<file path="config.mk">
export PLATFORM = sky130hd
export DESIGN_NAME = axi_burst_writer_flat
export DESIGN_NICKNAME = d
export VERILOG_FILES = /design/src/rtl/axi_bw_pkg.sv /design/src/rtl/axi_bw_if.sv /design/src/rtl/axi_bw_cfg_check.sv /design/src/rtl/axi_burst_writer.sv /design/src/flat_wrapper.sv
export SDC_FILE = /design/constraint.sdc
export NUM_CORES = 1
export LEC_CHECK = 0
export ABC_AREA = 1
export CORE_AREA = 2 2 140 142
export CTS_BUF_LIST = sky130_fd_sc_hd__clkbuf_4
export CTS_CLUSTER_SIZE = 40
export DETAILED_ROUTE_END_ITERATION = 16
export DIE_AREA = 0 0 142 144
export MAX_ROUTING_LAYER = met4
export PLACE_DENSITY_LB_ADDON = 0.25
export SYNTH_ARGS = -nofsm -noshare
export SYNTH_HDL_FRONTEND = slang
export SYNTH_SLANG_ARGS = --single-unit
</file>
<file path="constraint.sdc">
create_clock -name clk -period 4.9 [get_ports clk]
set_clock_uncertainty 0.2 [all_clocks]
set_input_delay 0.98 -clock clk [delete_from_list [all_inputs] [get_ports clk]]
set_output_delay 0.98 -clock clk [all_outputs]
set_load 0.02 [all_outputs]
</file>
<file path="src/rtl/axi_bw_pkg.sv">
// Shared constants and types for the AXI4 write-burst master:
// burst encodings, status codes read back by the control slave, and FSM states.
package axi_bw_pkg;

    localparam logic [1:0] BURST_FIXED = 2'd0;
    localparam logic [1:0] BURST_INCR  = 2'd1;
    localparam logic [1:0] BURST_WRAP  = 2'd2;

    localparam logic [2:0] STAT_IDLE     = 3'd0;
    localparam logic [2:0] STAT_BUSY     = 3'd1;
    localparam logic [2:0] STAT_OK       = 3'd2;
    localparam logic [2:0] STAT_CFG_ERR  = 3'd3;
    localparam logic [2:0] STAT_RESP_ERR = 3'd4;
    localparam logic [2:0] STAT_ID_ERR   = 3'd5;

    typedef enum logic [2:0] {
        IDLE,
        ADDR,
        DATA,
        RESP,
        DONE,
        ERROR
    } state_t;

endpackage

</file>
<file path="src/rtl/axi_bw_if.sv">
// AXI4 write-channel bundle (AW, W, B) between the burst master and its slave.
interface axi_bw_if #(
    parameter int ADDR_WIDTH = 32,
    parameter int DATA_WIDTH = 32,
    parameter int ID_WIDTH   = 4
);
    logic [ID_WIDTH-1:0]     awid_o;
    logic [ADDR_WIDTH-1:0]   awaddr_o;
    logic [7:0]              awlen_o;
    logic [2:0]              awsize_o;
    logic [1:0]              awburst_o;
    logic                    awvalid_o;
    logic                    awready_i;

    logic [ID_WIDTH-1:0]     wid_o;
    logic [DATA_WIDTH-1:0]   wdata_o;
    logic [DATA_WIDTH/8-1:0] wstrb_o;
    logic                    wlast_o;
    logic                    wvalid_o;
    logic                    wready_i;

    logic [ID_WIDTH-1:0]     bid_i;
    logic [1:0]              bresp_i;
    logic                    bvalid_i;
    logic                    bready_o;

    modport master (
        output awid_o, awaddr_o, awlen_o, awsize_o, awburst_o, awvalid_o,
        input  awready_i,
        output wid_o, wdata_o, wstrb_o, wlast_o, wvalid_o,
        input  wready_i,
        input  bid_i, bresp_i, bvalid_i,
        output bready_o
    );

    modport slave (
        input  awid_o, awaddr_o, awlen_o, awsize_o, awburst_o, awvalid_o,
        output awready_i,
        input  wid_o, wdata_o, wstrb_o, wlast_o, wvalid_o,
        output wready_i,
        output bid_i, bresp_i, bvalid_i,
        input  bready_o
    );
endinterface

</file>
<file path="src/rtl/axi_bw_cfg_check.sv">
// Combinational validation of a burst configuration: static length/type/alignment
// rules in cfg_err, and the INCR 4 KB page-crossing test in cross_err.
module axi_bw_cfg_check
    import axi_bw_pkg::*;
#(
    parameter int DATA_WIDTH    = 32,
    parameter int ADDR_WIDTH    = 32,
    parameter int BRAM_QUANTITY = 6
) (
    input  logic [ADDR_WIDTH-1:0] addr,
    input  logic [4:0]            len,
    input  logic [1:0]            burst,
    output logic                  cfg_err,
    output logic                  cross_err
);
    localparam int BYTES = DATA_WIDTH / 8;

    logic        len_bad;
    logic        burst_bad;
    logic        wrap_bad;
    logic        align_bad;
    logic [12:0] end_off;

    always_comb begin
        len_bad   = (len == 5'd0) || (int'(len) > BRAM_QUANTITY);
        burst_bad = (burst == 2'd3);
        wrap_bad  = (burst == BURST_WRAP) && !(len inside {5'd2, 5'd4, 5'd8, 5'd16});
        align_bad = (addr & ADDR_WIDTH'(BYTES - 1)) != '0;
        // A burst ending exactly on the page boundary is still legal.
        end_off   = {1'b0, addr[11:0]} + 13'(int'(len) * BYTES);
        cross_err = (burst == BURST_INCR) && (end_off > 13'd4096);
        cfg_err   = len_bad || burst_bad || wrap_bad || align_bad;
    end

endmodule

</file>
<file path="src/rtl/axi_burst_writer.sv">
// AXI4 write-burst master: streams len words from the register bank as repeated
// FIXED/INCR/WRAP bursts, checks every B response and reports a status code.
module axi_burst_writer
    import axi_bw_pkg::*;
#(
    parameter int DATA_WIDTH    = 32,
    parameter int ADDR_WIDTH    = 32,
    parameter int BRAM_QUANTITY = 6,
    parameter int ID_WIDTH      = 4,
    parameter int REPEAT_WIDTH  = 8
) (
    input  logic                    clk,
    input  logic                    areset,
    input  logic [DATA_WIDTH-1:0]   bram_i [BRAM_QUANTITY],
    input  logic                    start_i,
    input  logic [ADDR_WIDTH-1:0]   base_addr_i,
    input  logic [4:0]              len_i,
    input  logic [1:0]              burst_i,
    input  logic [REPEAT_WIDTH-1:0] repeat_i,
    input  logic [ID_WIDTH-1:0]     id_i,
    axi_bw_if.master                axi,
    output logic                    busy_o,
    output logic                    done_o,
    output logic [2:0]              status_o,
    output logic [REPEAT_WIDTH-1:0] bursts_done_o
);
    localparam int         BYTES  = DATA_WIDTH / 8;
    localparam logic [2:0] AWSIZE = 3'($clog2(BYTES));

    state_t                  state, state_nxt;
    logic [3:0]              beat, beat_nxt;
    logic [REPEAT_WIDTH-1:0] done_cnt, done_cnt_nxt, done_inc;
    logic [2:0]              status, status_nxt;

    logic [ADDR_WIDTH-1:0]   addr, next_addr;
    logic [4:0]              len;
    logic [1:0]              burst;
    logic [REPEAT_WIDTH-1:0] rep;
    logic [ID_WIDTH-1:0]     id;

    logic [ADDR_WIDTH-1:0]   chk_addr;
    logic [4:0]              chk_len;
    logic [1:0]              chk_burst;
    logic                    cfg_err, cross_err;
    logic                    last_beat;
    logic [DATA_WIDTH-1:0]   wsel;

    // In IDLE the checker sees the incoming request, otherwise the next burst.
    assign next_addr = (burst == BURST_INCR) ? addr + ADDR_WIDTH'(int'(len) * BYTES) : addr;
    assign chk_addr  = (state == IDLE) ? base_addr_i : next_addr;
    assign chk_len   = (state == IDLE) ? len_i : len;
    assign chk_burst = (state == IDLE) ? burst_i : burst;
    assign last_beat = ({1'b0, beat} == len - 5'd1);
    assign done_inc  = done_cnt + REPEAT_WIDTH'(1);

    axi_bw_cfg_check #(
        .DATA_WIDTH    (DATA_WIDTH),
        .ADDR_WIDTH    (ADDR_WIDTH),
        .BRAM_QUANTITY (BRAM_QUANTITY)
    ) u_cfg_check (
        .addr      (chk_addr),
        .len       (chk_len),
        .burst     (chk_burst),
        .cfg_err   (cfg_err),
        .cross_err (cross_err)
    );

    always_comb begin
        wsel = '0;
        for (int k = 0; k < BRAM_QUANTITY; k++) begin
            if (beat == 4'(k)) wsel = bram_i[k];
        end
    end

    always_comb begin
        state_nxt    = state;
        beat_nxt     = beat;
        done_cnt_nxt = done_cnt;
        status_nxt   = status;
        case (state)
            IDLE: if (start_i) begin
                done_cnt_nxt = '0;
                if (cfg_err || cross_err) begin
                    state_nxt  = ERROR;
                    status_nxt = STAT_CFG_ERR;
                end else begin
                    state_nxt  = ADDR;
                    status_nxt = STAT_BUSY;
                end
            end
            ADDR: if (axi.awready_i) begin
                state_nxt = DATA;
                beat_nxt  = '0;
            end
            DATA: if (axi.wready_i) begin
                beat_nxt = beat + 4'd1;
                if (last_beat) state_nxt = RESP;
            end
            RESP: if (axi.bvalid_i) begin
                if (axi.bresp_i != 2'b00) begin
                    state_nxt  = ERROR;
                    status_nxt = STAT_RESP_ERR;
                end else if (axi.bid_i != id) begin
                    state_nxt  = ERROR;
                    status_nxt = STAT_ID_ERR;
                end else begin
                    done_cnt_nxt = done_inc;
                    if (done_inc == rep) begin
                        state_nxt  = DONE;
                        status_nxt = STAT_OK;
                    end else if (cfg_err || cross_err) begin
                        state_nxt  = ERROR;
                        status_nxt = STAT_CFG_ERR;
                    end else begin
                        state_nxt  = ADDR;
                    end
                end
            end
            DONE:    state_nxt = IDLE;
            ERROR:   state_nxt = IDLE;
            default: state_nxt = IDLE;
        endcase
    end

    always_ff @(posedge clk or negedge areset) begin
        if (!areset) begin
            state    <= IDLE;
            beat     <= '0;
            done_cnt <= '0;
            status   <= STAT_IDLE;
        end else begin
            state    <= state_nxt;
            beat     <= beat_nxt;
            done_cnt <= done_cnt_nxt;
            status   <= status_nxt;
        end
    end

    // Run configuration; outputs are gated by the valids so these need no reset.
    always_ff @(posedge clk) begin
        if (state == IDLE && start_i) begin
            addr  <= base_addr_i;
            len   <= len_i;
            burst <= burst_i;
            rep   <= (repeat_i == '0) ? REPEAT_WIDTH'(1) : repeat_i;
            id    <= id_i;
        end else if (state == RESP && state_nxt == ADDR) begin
            addr  <= next_addr;
        end
    end

    always_comb begin
        axi.awvalid_o = (state == ADDR);
        axi.awaddr_o  = axi.awvalid_o ? addr : '0;
        axi.awlen_o   = axi.awvalid_o ? {3'b000, len - 5'd1} : '0;
        axi.awsize_o  = axi.awvalid_o ? AWSIZE : '0;
        axi.awburst_o = axi.awvalid_o ? burst : '0;
        axi.awid_o    = axi.awvalid_o ? id : '0;
        axi.wvalid_o  = (state == DATA);
        axi.wdata_o   = axi.wvalid_o ? wsel : '0;
        axi.wstrb_o   = axi.wvalid_o ? '1 : '0;
        axi.wlast_o   = axi.wvalid_o && last_beat;
        axi.wid_o     = axi.wvalid_o ? id : '0;
        axi.bready_o  = (state == RESP);
        busy_o        = (state != IDLE);
        done_o        = (state == DONE);
        status_o      = status;
        bursts_done_o = done_cnt;
    end

endmodule

</file>
<file path="src/flat_wrapper.sv">
// flat-port wrapper written by rule: the top's interface ports become plain ports
module axi_burst_writer_flat import axi_bw_pkg::*;
#(
    parameter int DATA_WIDTH    = 32,
    parameter int ADDR_WIDTH    = 32,
    parameter int BRAM_QUANTITY = 6,
    parameter int ID_WIDTH      = 4,
    parameter int REPEAT_WIDTH  = 8
)
  (clk, areset, bram_i, start_i, base_addr_i, len_i, burst_i, repeat_i, id_i, busy_o, done_o, status_o, bursts_done_o, axi_awid_o, axi_awaddr_o, axi_awlen_o, axi_awsize_o, axi_awburst_o, axi_awvalid_o, axi_awready_i, axi_wid_o, axi_wdata_o, axi_wstrb_o, axi_wlast_o, axi_wvalid_o, axi_wready_i, axi_bid_i, axi_bresp_i, axi_bvalid_i, axi_bready_o);
  axi_bw_if #(.ADDR_WIDTH(ADDR_WIDTH), .DATA_WIDTH(DATA_WIDTH), .ID_WIDTH(ID_WIDTH)) axi_i ();
  input  logic clk;
  input  logic areset;
  input  logic [DATA_WIDTH-1:0] bram_i[BRAM_QUANTITY];
  input  logic start_i;
  input  logic [ADDR_WIDTH-1:0] base_addr_i;
  input  logic [4:0] len_i;
  input  logic [1:0] burst_i;
  input  logic [REPEAT_WIDTH-1:0] repeat_i;
  input  logic [ID_WIDTH-1:0] id_i;
  output logic busy_o;
  output logic done_o;
  output logic [2:0] status_o;
  output logic [REPEAT_WIDTH-1:0] bursts_done_o;
  output wire logic [$bits(axi_i.awid_o)-1:0] axi_awid_o;
  output wire logic [$bits(axi_i.awaddr_o)-1:0] axi_awaddr_o;
  output wire logic [$bits(axi_i.awlen_o)-1:0] axi_awlen_o;
  output wire logic [$bits(axi_i.awsize_o)-1:0] axi_awsize_o;
  output wire logic [$bits(axi_i.awburst_o)-1:0] axi_awburst_o;
  output wire logic [$bits(axi_i.awvalid_o)-1:0] axi_awvalid_o;
  input wire logic [$bits(axi_i.awready_i)-1:0] axi_awready_i;
  output wire logic [$bits(axi_i.wid_o)-1:0] axi_wid_o;
  output wire logic [$bits(axi_i.wdata_o)-1:0] axi_wdata_o;
  output wire logic [$bits(axi_i.wstrb_o)-1:0] axi_wstrb_o;
  output wire logic [$bits(axi_i.wlast_o)-1:0] axi_wlast_o;
  output wire logic [$bits(axi_i.wvalid_o)-1:0] axi_wvalid_o;
  input wire logic [$bits(axi_i.wready_i)-1:0] axi_wready_i;
  input wire logic [$bits(axi_i.bid_i)-1:0] axi_bid_i;
  input wire logic [$bits(axi_i.bresp_i)-1:0] axi_bresp_i;
  input wire logic [$bits(axi_i.bvalid_i)-1:0] axi_bvalid_i;
  output wire logic [$bits(axi_i.bready_o)-1:0] axi_bready_o;
  assign axi_awid_o = axi_i.awid_o;
  assign axi_awaddr_o = axi_i.awaddr_o;
  assign axi_awlen_o = axi_i.awlen_o;
  assign axi_awsize_o = axi_i.awsize_o;
  assign axi_awburst_o = axi_i.awburst_o;
  assign axi_awvalid_o = axi_i.awvalid_o;
  assign axi_i.awready_i = axi_awready_i;
  assign axi_wid_o = axi_i.wid_o;
  assign axi_wdata_o = axi_i.wdata_o;
  assign axi_wstrb_o = axi_i.wstrb_o;
  assign axi_wlast_o = axi_i.wlast_o;
  assign axi_wvalid_o = axi_i.wvalid_o;
  assign axi_i.wready_i = axi_wready_i;
  assign axi_i.bid_i = axi_bid_i;
  assign axi_i.bresp_i = axi_bresp_i;
  assign axi_i.bvalid_i = axi_bvalid_i;
  assign axi_bready_o = axi_i.bready_o;
  axi_burst_writer #(.DATA_WIDTH(DATA_WIDTH), .ADDR_WIDTH(ADDR_WIDTH), .BRAM_QUANTITY(BRAM_QUANTITY), .ID_WIDTH(ID_WIDTH), .REPEAT_WIDTH(REPEAT_WIDTH)) u_core (.clk(clk), .areset(areset), .bram_i(bram_i), .start_i(start_i), .base_addr_i(base_addr_i), .len_i(len_i), .burst_i(burst_i), .repeat_i(repeat_i), .id_i(id_i), .axi(axi_i), .busy_o(busy_o), .done_o(done_o), .status_o(status_o), .bursts_done_o(bursts_done_o));
endmodule
</file>
; After elaboration in Yosys (flattened, before gate mapping)
; Cells that the tools add are included.
[word_totals]
reg_bits = 69
inputBits = 255
output_inout_bits = 106
word_cells = 115
[op_classes]
add_sub_neg = 5
order_cmp = 2
eq_ne = 28
mux = 46
n_reduce_logical = 25
[ops]
columns = op, n
row1 = $mux W32, 11
row2 = $mux W3, 15
row3 = $add A32 B7 Y32, 1
row4 = $mux W8, 4
row5 = $reduce_bool A32 Y1, 1
row6 = $mux W4, 5
row7 = $pmux W8 S2, 1
row8 = $add A12 B7 Y13, 1
row9 = $gt A13 B13 Y1 const B, 1
row10 = $mux W12, 1
row11 = $pmux W3 S4, 1
row12 = $mux W5, 2
row13 = $add A8 B1 Y8 const B, 1
row14 = $eq A4 B2 Y1 const B, 2
row15 = $eq A4 B3 Y1 const B, 2
row16 = $eq A8 B8 Y1, 1
row17 = $logic_not A8 Y1, 1
row18 = $mux W2, 4
row19 = $ne A2 B2 Y1 const B, 4
row20 = $pmux W4 S2, 1
row21 = $reduce_bool A2 Y1, 4
row22 = $eq A3 B1 Y1 const B, 2
row23 = $eq A3 B2 Y1 const B, 2
row24 = $pmux W3 S2, 1
row25 = 26 further kinds, 37

; Logic depth before layout (Yosys ltp)
; Gate-level depths: netlist of run 1.
[logic_depth]
word_depth = 19
ltp_mapped = 23
mapped_depth_nobuf = 22

; Cells and area by module
; Synthesis of run 1 repeated with hierarchy kept, for this count alone.
[hier_totals]
hier_cells = 1234
hier_area_um2 = 7522.2
[modules_own_cells]
columns = module, instances, cells_per_inst, area_per_inst_um2, seq_area_each_um2
row1 = axi_burst_writer, 1, 1137, 7005.5, 1981.9
row2 = axi_bw_cfg_check, 1, 97, 516.7, 0.0

; Worst setup path after synthesis of run 1
; OpenSTA, ideal clock, no wires.
[synth_path]
path_kind = register -> register
from = register u_core.len[0]
to = register u_core.addr[12], enable pin
setup_ns = 0.382
arrival_time_ns = 3.339
t_required_ns = 4.318
setup_slack_ns = 0.979
path_stages_with_launch = 20
path_buffers = 0
synth_period_minus_slack_ns = 3.921
path_cell_list = edfxtp_1 > ha_1 > fa_1 > nand2_1 > o21ai_0 > nand2_1 > o21ai_0 > fa_1 > xor2_1 > nor3_1 > o21ai_0 > nor2_1 > nand3_1 > nand2_1 > inv_1 > nand2_1 > nand3_1 > nand2_1 > nand2_1 > o21bai_2
[synth_via]
elab_chain_cells = 17
word_cells_on_any_way = 35
cone_classes = add/sub (3) / order compare (2) / eq/ne (6) / mux (12) / reduce/logical (12)
[synth_lines]
columns = item, line
row1 = from (decl), axi_burst_writer.sv:36  ; logic [4:0] len;
row2 = from (signal assigned), axi_burst_writer.sv:143  ; len <= len_i;
row3 = branches (longest 13 deep; another with $add A32 B7 Y32), n/a
row4 = $pmux W3 S4 *, axi_burst_writer.sv:80  ; case (state)
row5 = $eq A3 B1 Y1 *, axi_burst_writer.sv:147  ; end else if (state == RESP && state_nxt == ADDR) begin
row6 = $logic_and A1 B1 Y1 *, axi_burst_writer.sv:147
row7 = $reduce_bool A2 Y1 (no line) *, n/a
row8 = to (signal assigned), axi_burst_writer.sv:142  ; addr <= base_addr_i;
row9 = to (signal assigned), axi_burst_writer.sv:148  ; addr <= next_addr;
row10 = to (decl), axi_burst_writer.sv:35  ; logic [ADDR_WIDTH-1:0] addr, next_addr;
; Every way passes the cells marked *.
; A chain may end at the register's enable or synchronous reset.

; Worst setup path after layout of run 1
[layout_path]
from = register u_core.beat[0]
to = output port axi_wdata_o[4]
[layout_via]
elab_chain_cells = 8
word_cells_on_any_way = 13
cone_classes = eq/ne (5) / mux (7) / reduce/logical (1)
[layout_lines]
columns = item, line
row1 = from (decl), axi_burst_writer.sv:31  ; logic [3:0] beat, beat_nxt;
row2 = from (signal assigned), axi_burst_writer.sv:133  ; beat <= beat_nxt;
row3 = $logic_not A4 Y1, axi_burst_writer.sv:71  ; if (beat == 4'(k)) wsel = bram_i[k];
row4 = $mux W32 (5 in series), axi_burst_writer.sv:71
row5 = $mux W32 *, axi_burst_writer.sv:71
row6 = $mux W32 *, axi_burst_writer.sv:160  ; axi.wdata_o = axi.wvalid_o ? wsel : '0;
row7 = to (decl), flat_wrapper.sv:33  ; output wire logic [$bits(axi_i.wdata_o)-1:0] axi_wdata_o;
; Every way passes the cells marked *; elsewhere a longest branch is shown, timed or not.

==> metrics.txt, run 1 <==
# TYPE chip_impl_metric gauge
chip_impl_info{name="outcome",value="finished clean"} 1
chip_impl_info{name="worst_path_cell_chain",value="inv_1, ha_1, inv_1, nor2_2, buf_4, a311oi_1, o2111ai_1, o211ai_1, inv_1, clkdlybuf4s50_1"} 1
chip_impl_metric{name="synthMuxAreaShare",unit=""} 0
chip_impl_metric{name="die_height",unit="um"} 144
chip_impl_metric{name="global_route.usage.total",unit=""} 0.269
chip_impl_metric{name="grt_pass1_vias",unit=""} 7862
chip_impl_metric{name="crit_arrival",unit="ps"} 3380
chip_impl_metric{name="wire_length_of_the_first_global_routing_pass",unit="mm"} 42.0
chip_impl_info{name="worst_setup_path_start_kind",value="register"} 1
chip_impl_metric{name="drt-wirelength-per-cell",unit="um"} 17.7
chip_impl_info{name="cts_tree",value="yes"} 1
chip_impl_info{name="clock-root-buffer",value="sky130_fd_sc_hd__clkbuf_4"} 1
chip_impl_metric{name="drt_pass1_iterations",unit=""} 5
chip_impl_metric{name="worst_path_largest_cell_delay",unit="ps"} 600
chip_impl_metric{name="highest_fanout_seen_on_the_critical_path",unit=""} 19
chip_impl_metric{name="multiInputGateArea",unit="sq mm"} 0.00399
chip_impl_metric{name="avgViaCountPerCell",unit=""} 5.26
chip_impl_metric{name="holdWs",unit="ps"} 287
chip_impl_info{name="crit_path_frequent_cell",value="sky130_fd_sc_hd__inv_1"} 1
chip_impl_metric{name="design.final.nets",unit=""} 1607
chip_impl_metric{name="area_of_all_sequential_standard_cells",unit="sq mm"} 0.00198
chip_impl_info{name="setup_repair_after_global_routing_missed_its_margin",value="no"} 1
chip_impl_metric{name="timing.critical_path.buf_inv",unit=""} 5
chip_impl_info{name="synth_ff_type",value="sky130_fd_sc_hd__edfxtp_1"} 1
chip_impl_metric{name="grt_start_max_net_pins",unit=""} 65
chip_impl_metric{name="irDropWorstVdd",unit="mV"} 0.271
chip_impl_metric{name="initial_core_util",unit=""} 0.363
chip_impl_metric{name="count_of_max_cap_constraint_violations",unit=""} 0
chip_impl_metric{name="clockBufferDepth",unit=""} 2
chip_impl_metric{name="final.setup.tns",unit="ps"} 0
chip_impl_metric{name="fp-row-count",unit=""} 51
chip_impl_metric{name="cts.repair.resized",unit=""} 0
chip_impl_metric{name="synth_enable_flop_cells",unit=""} 51
chip_impl_metric{name="xor_xnor_fraction_of_synth_area",unit=""} 0.0260
chip_impl_metric{name="synth_async_sr_flop_share",unit=""} 0.261
chip_impl_metric{name="required",unit="ps"} 3720
chip_impl_metric{name="cts_num_sinks",unit=""} 69
chip_impl_info{name="synth_most_common_cell",value="sky130_fd_sc_hd__nand2_1"} 1
chip_impl_metric{name="initial_antenna_violation_count",unit=""} 6
chip_impl_metric{name="weighted_congestion_reported_at_the_end_of_routability_driven_placement",unit=""} 0.970
chip_impl_metric{name="period_needed",unit="ps"} 4560
chip_impl_metric{name="flow.area_growth_from_synthesis",unit="%"} 55.7
chip_impl_metric{name="synth_top_area_share",unit=""} 0.221
chip_impl_metric{name="leakagePower",unit="nW"} 4.57
chip_impl_metric{name="number_of_fill_cells_in_the_layout",unit=""} 1862
chip_impl_metric{name="postSynthRegisterBits",unit=""} 69
chip_impl_info{name="yosys-top-cells-area",value="sky130_fd_sc_hd__edfxtp_1 22%, sky130_fd_sc_hd__nand2_1 11%, sky130_fd_sc_hd__inv_1 8.7%"} 1
chip_impl_metric{name="port-buffer-count",unit=""} 355
chip_impl_metric{name="ys_seq_area_frac",unit=""} 0.286
chip_impl_metric{name="synth.yosys.warnings",unit=""} 0
chip_impl_metric{name="worst_slew_pin_slew",unit="ps"} 1160
chip_impl_metric{name="drc_errors",unit=""} 0
chip_impl_metric{name="synth_simple_gate_area_share",unit=""} 0.281
chip_impl_metric{name="die_width",unit="um"} 142
chip_impl_metric{name="floorplan.io_pins",unit=""} 361
chip_impl_metric{name="yosys.cell_types.count",unit=""} 49
chip_impl_info{name="cpLargestDelayFamily",value="buffers and inverters"} 1
chip_impl_metric{name="worst-path-stages",unit=""} 10
chip_impl_metric{name="clkLatencyLatePin",unit="ps"} 460
chip_impl_metric{name="final_max_slew_viols",unit=""} 0
chip_impl_info{name="yosys-top-cells-count",value="202 x sky130_fd_sc_hd__nand2_1, 160 x sky130_fd_sc_hd__inv_1, 127 x sky130_fd_sc_hd__nor2_1"} 1
chip_impl_metric{name="final_cell_count_no_fill",unit=""} 1585
chip_impl_info{name="synth_top_family_by_area",value="simple AND/OR/NAND/NOR gates"} 1
chip_impl_metric{name="floorplan.core_area",unit="sq mm"} 0.0191
chip_impl_info{name="crit_type",value="register to primary output"} 1
chip_impl_metric{name="power_density",unit="mW/mm^2"} 481
chip_impl_metric{name="post_synth_instance_area",unit="sq mm"} 0.00694
chip_impl_metric{name="synth_compound_area_frac",unit=""} 0.230
chip_impl_metric{name="setup.reg_to_reg.worst_slack",unit="ps"} 810
chip_impl_info{name="worst_min_path_class",value="register to register"} 1
chip_impl_metric{name="netlist_instances",unit=""} 1020
chip_impl_metric{name="worstRegToRegCells",unit=""} 20
chip_impl_metric{name="drt_iter0_markers",unit=""} 542
chip_impl_metric{name="post-route-util",unit=""} 0.566
chip_impl_metric{name="cts-buffers-inserted",unit=""} 9
chip_impl_metric{name="post_cts_hold_buffer_count",unit=""} 0
chip_impl_metric{name="route.antenna.remaining_nets",unit=""} 0
chip_impl_metric{name="timing.final.setup_violations",unit=""} 0
chip_impl_metric{name="cts_htree_levels",unit=""} 3
chip_impl_metric{name="placed_cells_incl_taps",unit=""} 1561
chip_impl_metric{name="avgSynthCellArea",unit="sq um"} 6.80
chip_impl_metric{name="die_area",unit="sq mm"} 0.0204
chip_impl_metric{name="report.final.hold_viol_count",unit=""} 0
chip_impl_metric{name="post-dp-hpwl",unit="mm"} 21.7
chip_impl_metric{name="drive_above_1_share",unit=""} 0.0553
chip_impl_metric{name="clkTransAtPathRegs",unit="ps"} 140
chip_impl_info{name="synthDominantAreaCellType",value="sky130_fd_sc_hd__edfxtp_1"} 1
chip_impl_info{name="critical_path.slowest_cell",value="sky130_fd_sc_hd__clkdlybuf4s50_1"} 1
chip_impl_metric{name="via_count",unit=""} 8336
chip_impl_metric{name="synthAdderAreaFrac",unit=""} 0.0346
chip_impl_metric{name="post-cts-setup-buffer-count",unit=""} 0
chip_impl_info{name="worstSetupEndpointType",value="primary output"} 1
chip_impl_metric{name="max_slew_margin",unit=""} 0.228
chip_impl_metric{name="layout_worst_path_cycle_share",unit=""} 0.931
chip_impl_metric{name="drt_wl_total",unit="mm"} 28.1
chip_impl_metric{name="fmaxAchievable",unit="GHz"} 0.219
chip_impl_metric{name="gr-total-overflow",unit=""} 0
chip_impl_metric{name="min_delay_path_depth",unit=""} 2
final timing paths:
kind                                                startpoint                             end
max in group asynchronous                               areset      u_core.beat[1]$_DFFE_PN0P_
worst max register to register         u_core.len[0]$_DFFE_PP_       u_core.addr[27]$_DFFE_PP_
worst min-delay path            u_core.status_o[2]$_DFFE_PN0P_  u_core.status_o[2]$_DFFE_PN0P_
min in group asynchronous                               areset  u_core.status_o[0]$_DFFE_PN0P_
worst min register to register  u_core.status_o[2]$_DFFE_PN0P_  u_core.status_o[2]$_DFFE_PN0P_
worst max-delay path                u_core.beat[0]$_DFFE_PN0P_                  axi_wdata_o[4]
logic make-up (layout without fill, tap and decap cells):
| kind of cell | count (synthesis) | after routing |
|---|---|---|
| buffers and inverters | 246 | 561 |
| other | 1 | 13 |
| DFF | 69 | 69 |
| AOI/OAI and AO/OA | 221 | 221 |
| and+or+nand+nor | 446 | 446 |
| xor gates and xnor gates | 19 | 19 |
| adders and majority gates | 18 | 18 |
state kept, by name (all words and copies together) (netlist names):
signal and flops:
u_core.addr 32, u_core.bursts_done_o 8, u_core.rep 8, u_core.len 5
u_core.beat 4, u_core.id 4, u_core.state 3, u_core.status_o 3
u_core.burst 2
power breakdown:
part / internal [mW] / switching, mW / leakage (nW) / total [mW]
sequential: 0.856 / 0.132 / 0.721 / 0.988
combinational: 1.46 / 2.30 / 3.77 / 3.76
clock: 0.208 / 0.238 / 0.0784 / 0.445
total: 2.52 / 2.67 / 4.57 / 5.19
per-layer routing:
metal / share of wire / global-route usage / vias to the layer above
met5: 0 / - / -
met1: 0.40 / 0.322 / 3787
met4: 0.034 / 0.119 / 0
met2: 0.49 / 0.450 / 366
li1: - / - / 4136
met3: 0.075 / 0.0434 / 47
stage by stage:
step	instance area (sq um)	power, mW	setup WS (ps)
6_report	10800	5.19	339
5_1_grt	10800	5.63	134
4_1_cts	10800	5.19	327
3_5_place_dp	10600	4.73	642
3_3_place_gp	10600	4.69	659
2_1_floorplan	6950	3.43	979
worst min-delay path, stage by stage, from the launching register on:
cell and delay (ps):
sky130_fd_sc_hd__dfrtp_1 370, sky130_fd_sc_hd__nand2_1 50, sky130_fd_sc_hd__nand2_1 40
area by class of cell:
| class | instances | share of cell area |
|---|---|---|
| multi-input combinational | 709 | 0.370 |
| timing repair buffer | 374 | 0.342 |
| sequential | 69 | 0.184 |
| inverter | 171 | 0.0595 |
| tap | 238 | 0.0276 |
| clock inverter | 7 | 0.00927 |
| clock buffer | 9 | 0.00626 |
| antenna | 8 | 0.00185 |
cell usage in the layout (no fill, tap or decap), types with 3 or more instances in the layout:
master,n
sky130_fd_sc_hd__o21ai_0,38
sky130_fd_sc_hd__o31ai_1,34
sky130_fd_sc_hd__buf_4,19
sky130_fd_sc_hd__nor4_1,3
sky130_fd_sc_hd__clkdlybuf4s50_1,355
sky130_fd_sc_hd__edfxtp_1,51
sky130_fd_sc_hd__o211ai_1,32
sky130_fd_sc_hd__nand2_1,202
sky130_fd_sc_hd__inv_1,160
sky130_fd_sc_hd__nand3_1,35
sky130_fd_sc_hd__clkinvlp_4,3
sky130_fd_sc_hd__a311oi_1,32
sky130_fd_sc_hd__o21ai_1,8
sky130_fd_sc_hd__nor2_2,8
sky130_fd_sc_hd__xnor2_1,6
sky130_fd_sc_hd__a32o_1,4
sky130_fd_sc_hd__inv_2,10
sky130_fd_sc_hd__clkbuf_4,9
sky130_fd_sc_hd__diode_2,8
sky130_fd_sc_hd__nand2_2,3
sky130_fd_sc_hd__conb_1,5
sky130_fd_sc_hd__nor3_1,13
sky130_fd_sc_hd__a31oi_1,4
sky130_fd_sc_hd__a21oi_1,15
sky130_fd_sc_hd__or2_2,6
sky130_fd_sc_hd__o2111ai_1,33
sky130_fd_sc_hd__nand3b_1,3
sky130_fd_sc_hd__ha_1,16
sky130_fd_sc_hd__xor2_1,12
sky130_fd_sc_hd__nor2_1,126
sky130_fd_sc_hd__o22ai_1,10
sky130_fd_sc_hd__nand4_1,39
sky130_fd_sc_hd__dfrtp_1,18
(Power assumes the default switching activity.)
==> run 2: changes to the inputs <==
--- a/config.mk
+++ b/config.mk
@@ -8,6 +8,7 @@
 export ABC_AREA = 1
 export CORE_AREA = 2 2 140 142
 export CTS_BUF_LIST = sky130_fd_sc_hd__clkbuf_4
+export CTS_CLUSTER_DIAMETER = 60
 export CTS_CLUSTER_SIZE = 40
 export DETAILED_ROUTE_END_ITERATION = 16
 export DIE_AREA = 0 0 142 144
@@ -15,4 +16,5 @@
 export PLACE_DENSITY_LB_ADDON = 0.25
 export SYNTH_ARGS = -nofsm -noshare
 export SYNTH_HDL_FRONTEND = slang
+export SYNTH_HIERARCHICAL = 1
 export SYNTH_SLANG_ARGS = --single-unit
==> run 2 against run 1 <==
  * Flip-flop and latch count unchanged
  * Sequential share of layout area decreased by 0.88 points
  * Register-to-register slack got worse by 410 ps
  * Cell area increased by 5.0%
  * Clock power increased by 2%
  * Critical endpoint is now axi_wdata_o[29]
==> metrics.txt, run 2 <==
# TYPE chip_impl_metric gauge
chip_impl_metric{name="gr-total-overflow",unit=""} 0
chip_impl_metric{name="required",unit="ps"} 3720
chip_impl_metric{name="floorplan.core_area",unit="sq mm"} 0.0191
chip_impl_metric{name="final_cell_count_no_fill",unit=""} 1743
chip_impl_metric{name="preCtsSetupSlack",unit="ps"} 121
chip_impl_metric{name="fmaxAchievable",unit="GHz"} 0.216
chip_impl_info{name="worst_min_path_class",value="register to register"} 1
chip_impl_metric{name="crit_arrival",unit="ps"} 3460
chip_impl_metric{name="layout_worst_path_cycle_share",unit=""} 0.946
chip_impl_metric{name="highest_fanout_seen_on_the_critical_path",unit=""} 32
chip_impl_metric{name="drive_above_1_share",unit=""} 0.0539
chip_impl_info{name="setup_repair_after_global_routing_missed_its_margin",value="no"} 1
chip_impl_metric{name="via_count",unit=""} 9023
chip_impl_metric{name="die_width",unit="um"} 142
chip_impl_metric{name="post-route-util",unit=""} 0.594
chip_impl_metric{name="final.setup.tns",unit="ps"} 0
chip_impl_metric{name="avgViaCountPerCell",unit=""} 5.18
chip_impl_metric{name="wire_length_of_the_first_global_routing_pass",unit="mm"} 43.7
chip_impl_metric{name="drc_errors",unit=""} 0
chip_impl_metric{name="global_route.usage.total",unit=""} 0.278
chip_impl_info{name="cts_tree",value="yes"} 1
chip_impl_metric{name="report.final.hold_viol_count",unit=""} 0
chip_impl_metric{name="fp-row-count",unit=""} 51
chip_impl_metric{name="synth.yosys.warnings",unit=""} 6
chip_impl_metric{name="clkTransAtPathRegs",unit="ps"} 130
chip_impl_info{name="outcome",value="finished clean"} 1
chip_impl_metric{name="drt_iter0_markers",unit=""} 530
chip_impl_metric{name="largest_register_ff_count",unit=""} 32
chip_impl_metric{name="leakagePower",unit="nW"} 5.05
chip_impl_metric{name="floorplan.io_pins",unit=""} 361
chip_impl_metric{name="number_of_fill_cells_in_the_layout",unit=""} 1824
chip_impl_metric{name="avgSynthCellArea",unit="sq um"} 6.19
chip_impl_metric{name="placed_cells_incl_taps",unit=""} 1721
chip_impl_metric{name="count_of_max_cap_constraint_violations",unit=""} 0
chip_impl_metric{name="design.final.nets",unit=""} 1771
chip_impl_info{name="final_cell_mix",value="355 x sky130_fd_sc_hd__clkdlybuf4s50_1, 303 x sky130_fd_sc_hd__nand2_1, 183 x sky130_fd_sc_hd__inv_1"} 1
chip_impl_metric{name="power_density",unit="mW/mm^2"} 512
chip_impl_metric{name="port-buffer-count",unit=""} 355
chip_impl_metric{name="irDropWorstVdd",unit="mV"} 0.282
chip_impl_metric{name="clkLatencyLatePin",unit="ps"} 470
chip_impl_info{name="register_with_the_most_flip_flops",value="u_core/addr"} 1
chip_impl_metric{name="cts-buffers-inserted",unit=""} 9
chip_impl_metric{name="worst_slew_pin_slew",unit="ps"} 987
chip_impl_metric{name="clockBufferDepth",unit=""} 2
chip_impl_metric{name="multiInputGateArea",unit="sq mm"} 0.00434
chip_impl_metric{name="cts_htree_levels",unit=""} 3
chip_impl_metric{name="post-dp-hpwl",unit="mm"} 23.5
chip_impl_metric{name="period_needed",unit="ps"} 4640
chip_impl_info{name="crit_type",value="register to primary output"} 1
chip_impl_metric{name="cts_num_sinks",unit=""} 69
chip_impl_metric{name="flow.area_growth_from_synthesis",unit="%"} 55.3
chip_impl_info{name="mostFrequentLayoutCell",value="sky130_fd_sc_hd__clkdlybuf4s50_1"} 1
chip_impl_metric{name="netlist_instances",unit=""} 1179
chip_impl_info{name="clock-root-buffer",value="sky130_fd_sc_hd__clkbuf_4"} 1
chip_impl_metric{name="area_of_all_sequential_standard_cells",unit="sq mm"} 0.00198
chip_impl_metric{name="route.antenna.remaining_nets",unit=""} 0
chip_impl_info{name="worstSetupEndpointType",value="primary output"} 1
chip_impl_metric{name="max_slew_margin",unit=""} 0.341
chip_impl_metric{name="drt_pass1_iterations",unit=""} 5
chip_impl_metric{name="weighted_congestion_reported_at_the_end_of_routability_driven_placement",unit=""} 0.939
chip_impl_metric{name="setup_ws",unit="ps"} 264
chip_impl_metric{name="drt_wl_total",unit="mm"} 29.4
chip_impl_metric{name="grt_start_max_net_pins",unit=""} 52
chip_impl_metric{name="post_cts_hold_buffer_count",unit=""} 0
chip_impl_metric{name="drt-wirelength-per-cell",unit="um"} 16.8
chip_impl_metric{name="grt_pass1_vias",unit=""} 8353
chip_impl_metric{name="initial_core_util",unit=""} 0.383
chip_impl_metric{name="die_height",unit="um"} 144
chip_impl_metric{name="timing.final.setup_violations",unit=""} 0
chip_impl_metric{name="die_area",unit="sq mm"} 0.0204
chip_impl_metric{name="fin_total_pwr",unit="mW"} 5.80
chip_impl_info{name="worst_setup_path_start_kind",value="register"} 1
chip_impl_metric{name="post_synth_instance_area",unit="sq mm"} 0.00730
chip_impl_metric{name="initial_antenna_violation_count",unit=""} 2
chip_impl_metric{name="final_max_slew_viols",unit=""} 0
-- run 2: cell count changes in the layout (fill, tap and decap cells not counted), sizes merged, moves of 6 or more --
cell / before / now
nor2: 135 / 100
xor2: 12 / 24
diode: 8 / 2
o221ai: 2 / 32
nand3: 36 / 93
o2111ai: 33 / 0
o31ai: 35 / 1
o21ai: 48 / 157
a311oi: 32 / 0
nand2: 205 / 312
o211ai: 32 / 2
inv: 170 / 188
-- run 2: layout make-up --
cell class,count,area share
Multi-Input combinational cell,849,0.383
Timing Repair Buffer,381,0.338
Sequential cell,69,0.175
Inverter,188,0.0622
Tap cell,238,0.0263
Clock inverter,6,0.00839
Clock buffer,10,0.00662
Antenna cell,2,0.000441
-- run 2: worst max-delay path, stage by stage, from the launching register on --
cell	delay, ps
sky130_fd_sc_hd__dfrtp_1	470
sky130_fd_sc_hd__inv_1	130
sky130_fd_sc_hd__ha_1	190
sky130_fd_sc_hd__inv_1	270
sky130_fd_sc_hd__nor2_2	240
sky130_fd_sc_hd__buf_12	210
sky130_fd_sc_hd__nand2_1	130
sky130_fd_sc_hd__nand3_1	80
sky130_fd_sc_hd__o21ai_0	90
sky130_fd_sc_hd__o21ai_0	340
sky130_fd_sc_hd__o221ai_1	150
sky130_fd_sc_hd__inv_1	70
sky130_fd_sc_hd__clkdlybuf4s50_1	610
-- run 2: what timing repair did --
action,4_1_cts,5_1_grt
setup buffers,0,1
gates resized for setup,0,10
setup endpoints to repair,0,30
-- run 2: routing by layer --
layer / vias up / global-route usage / share of wire
met5: - / - / 0
li1: 4504 / - / -
met2: 375 / 0.468 / 0.49
met1: 4105 / 0.342 / 0.41
met3: 39 / 0.0583 / 0.082
met4: 0 / 0.0716 / 0.020
-- run 2: path summary, 6_finish.rpt --
kind	cells after the start	start	slack [ps]	endpoint
setup / recovery	12	u_core/beat[1]$_DFFE_PN0P_	260	axi_wdata_o[29]
hold / removal	2	u_core/status_o[2]$_DFFE_PN0P_	310	u_core/status_o[2]$_DFFE_PN0P_
setup reg to reg	31	u_core/len[0]$_DFFE_PP_	400	u_core/addr[17]$_DFFE_PP_
hold reg to reg	2	u_core/status_o[2]$_DFFE_PN0P_	310	u_core/status_o[2]$_DFFE_PN0P_
max in group asynchronous	1	areset	3160	u_core/state[1]$_DFF_PN0_
min in group asynchronous	1	areset	790	u_core/bursts_done_o[7]$_DFFE_PN0P_
-- run 2: where the power goes --
group / switching (mW) / internal [mW] / leakage (nW) / total [mW]
Clock: 0.238 / 0.217 / 0.0912 / 0.454
Sequential: 0.193 / 0.891 / 0.720 / 1.08
Combinational: 2.62 / 1.64 / 4.24 / 4.26
Total: 3.05 / 2.75 / 5.05 / 5.80
-- run 2: per-stage QoR --
step | instance area, sq um | hold WS (ps)
3_5_place_dp | 11100 | 273
6_report | 11300 | 310
2_1_floorplan | 7320 | 378
4_1_cts | 11200 | 304
5_1_grt | 11300 | 371
3_3_place_gp | 11100 | 278
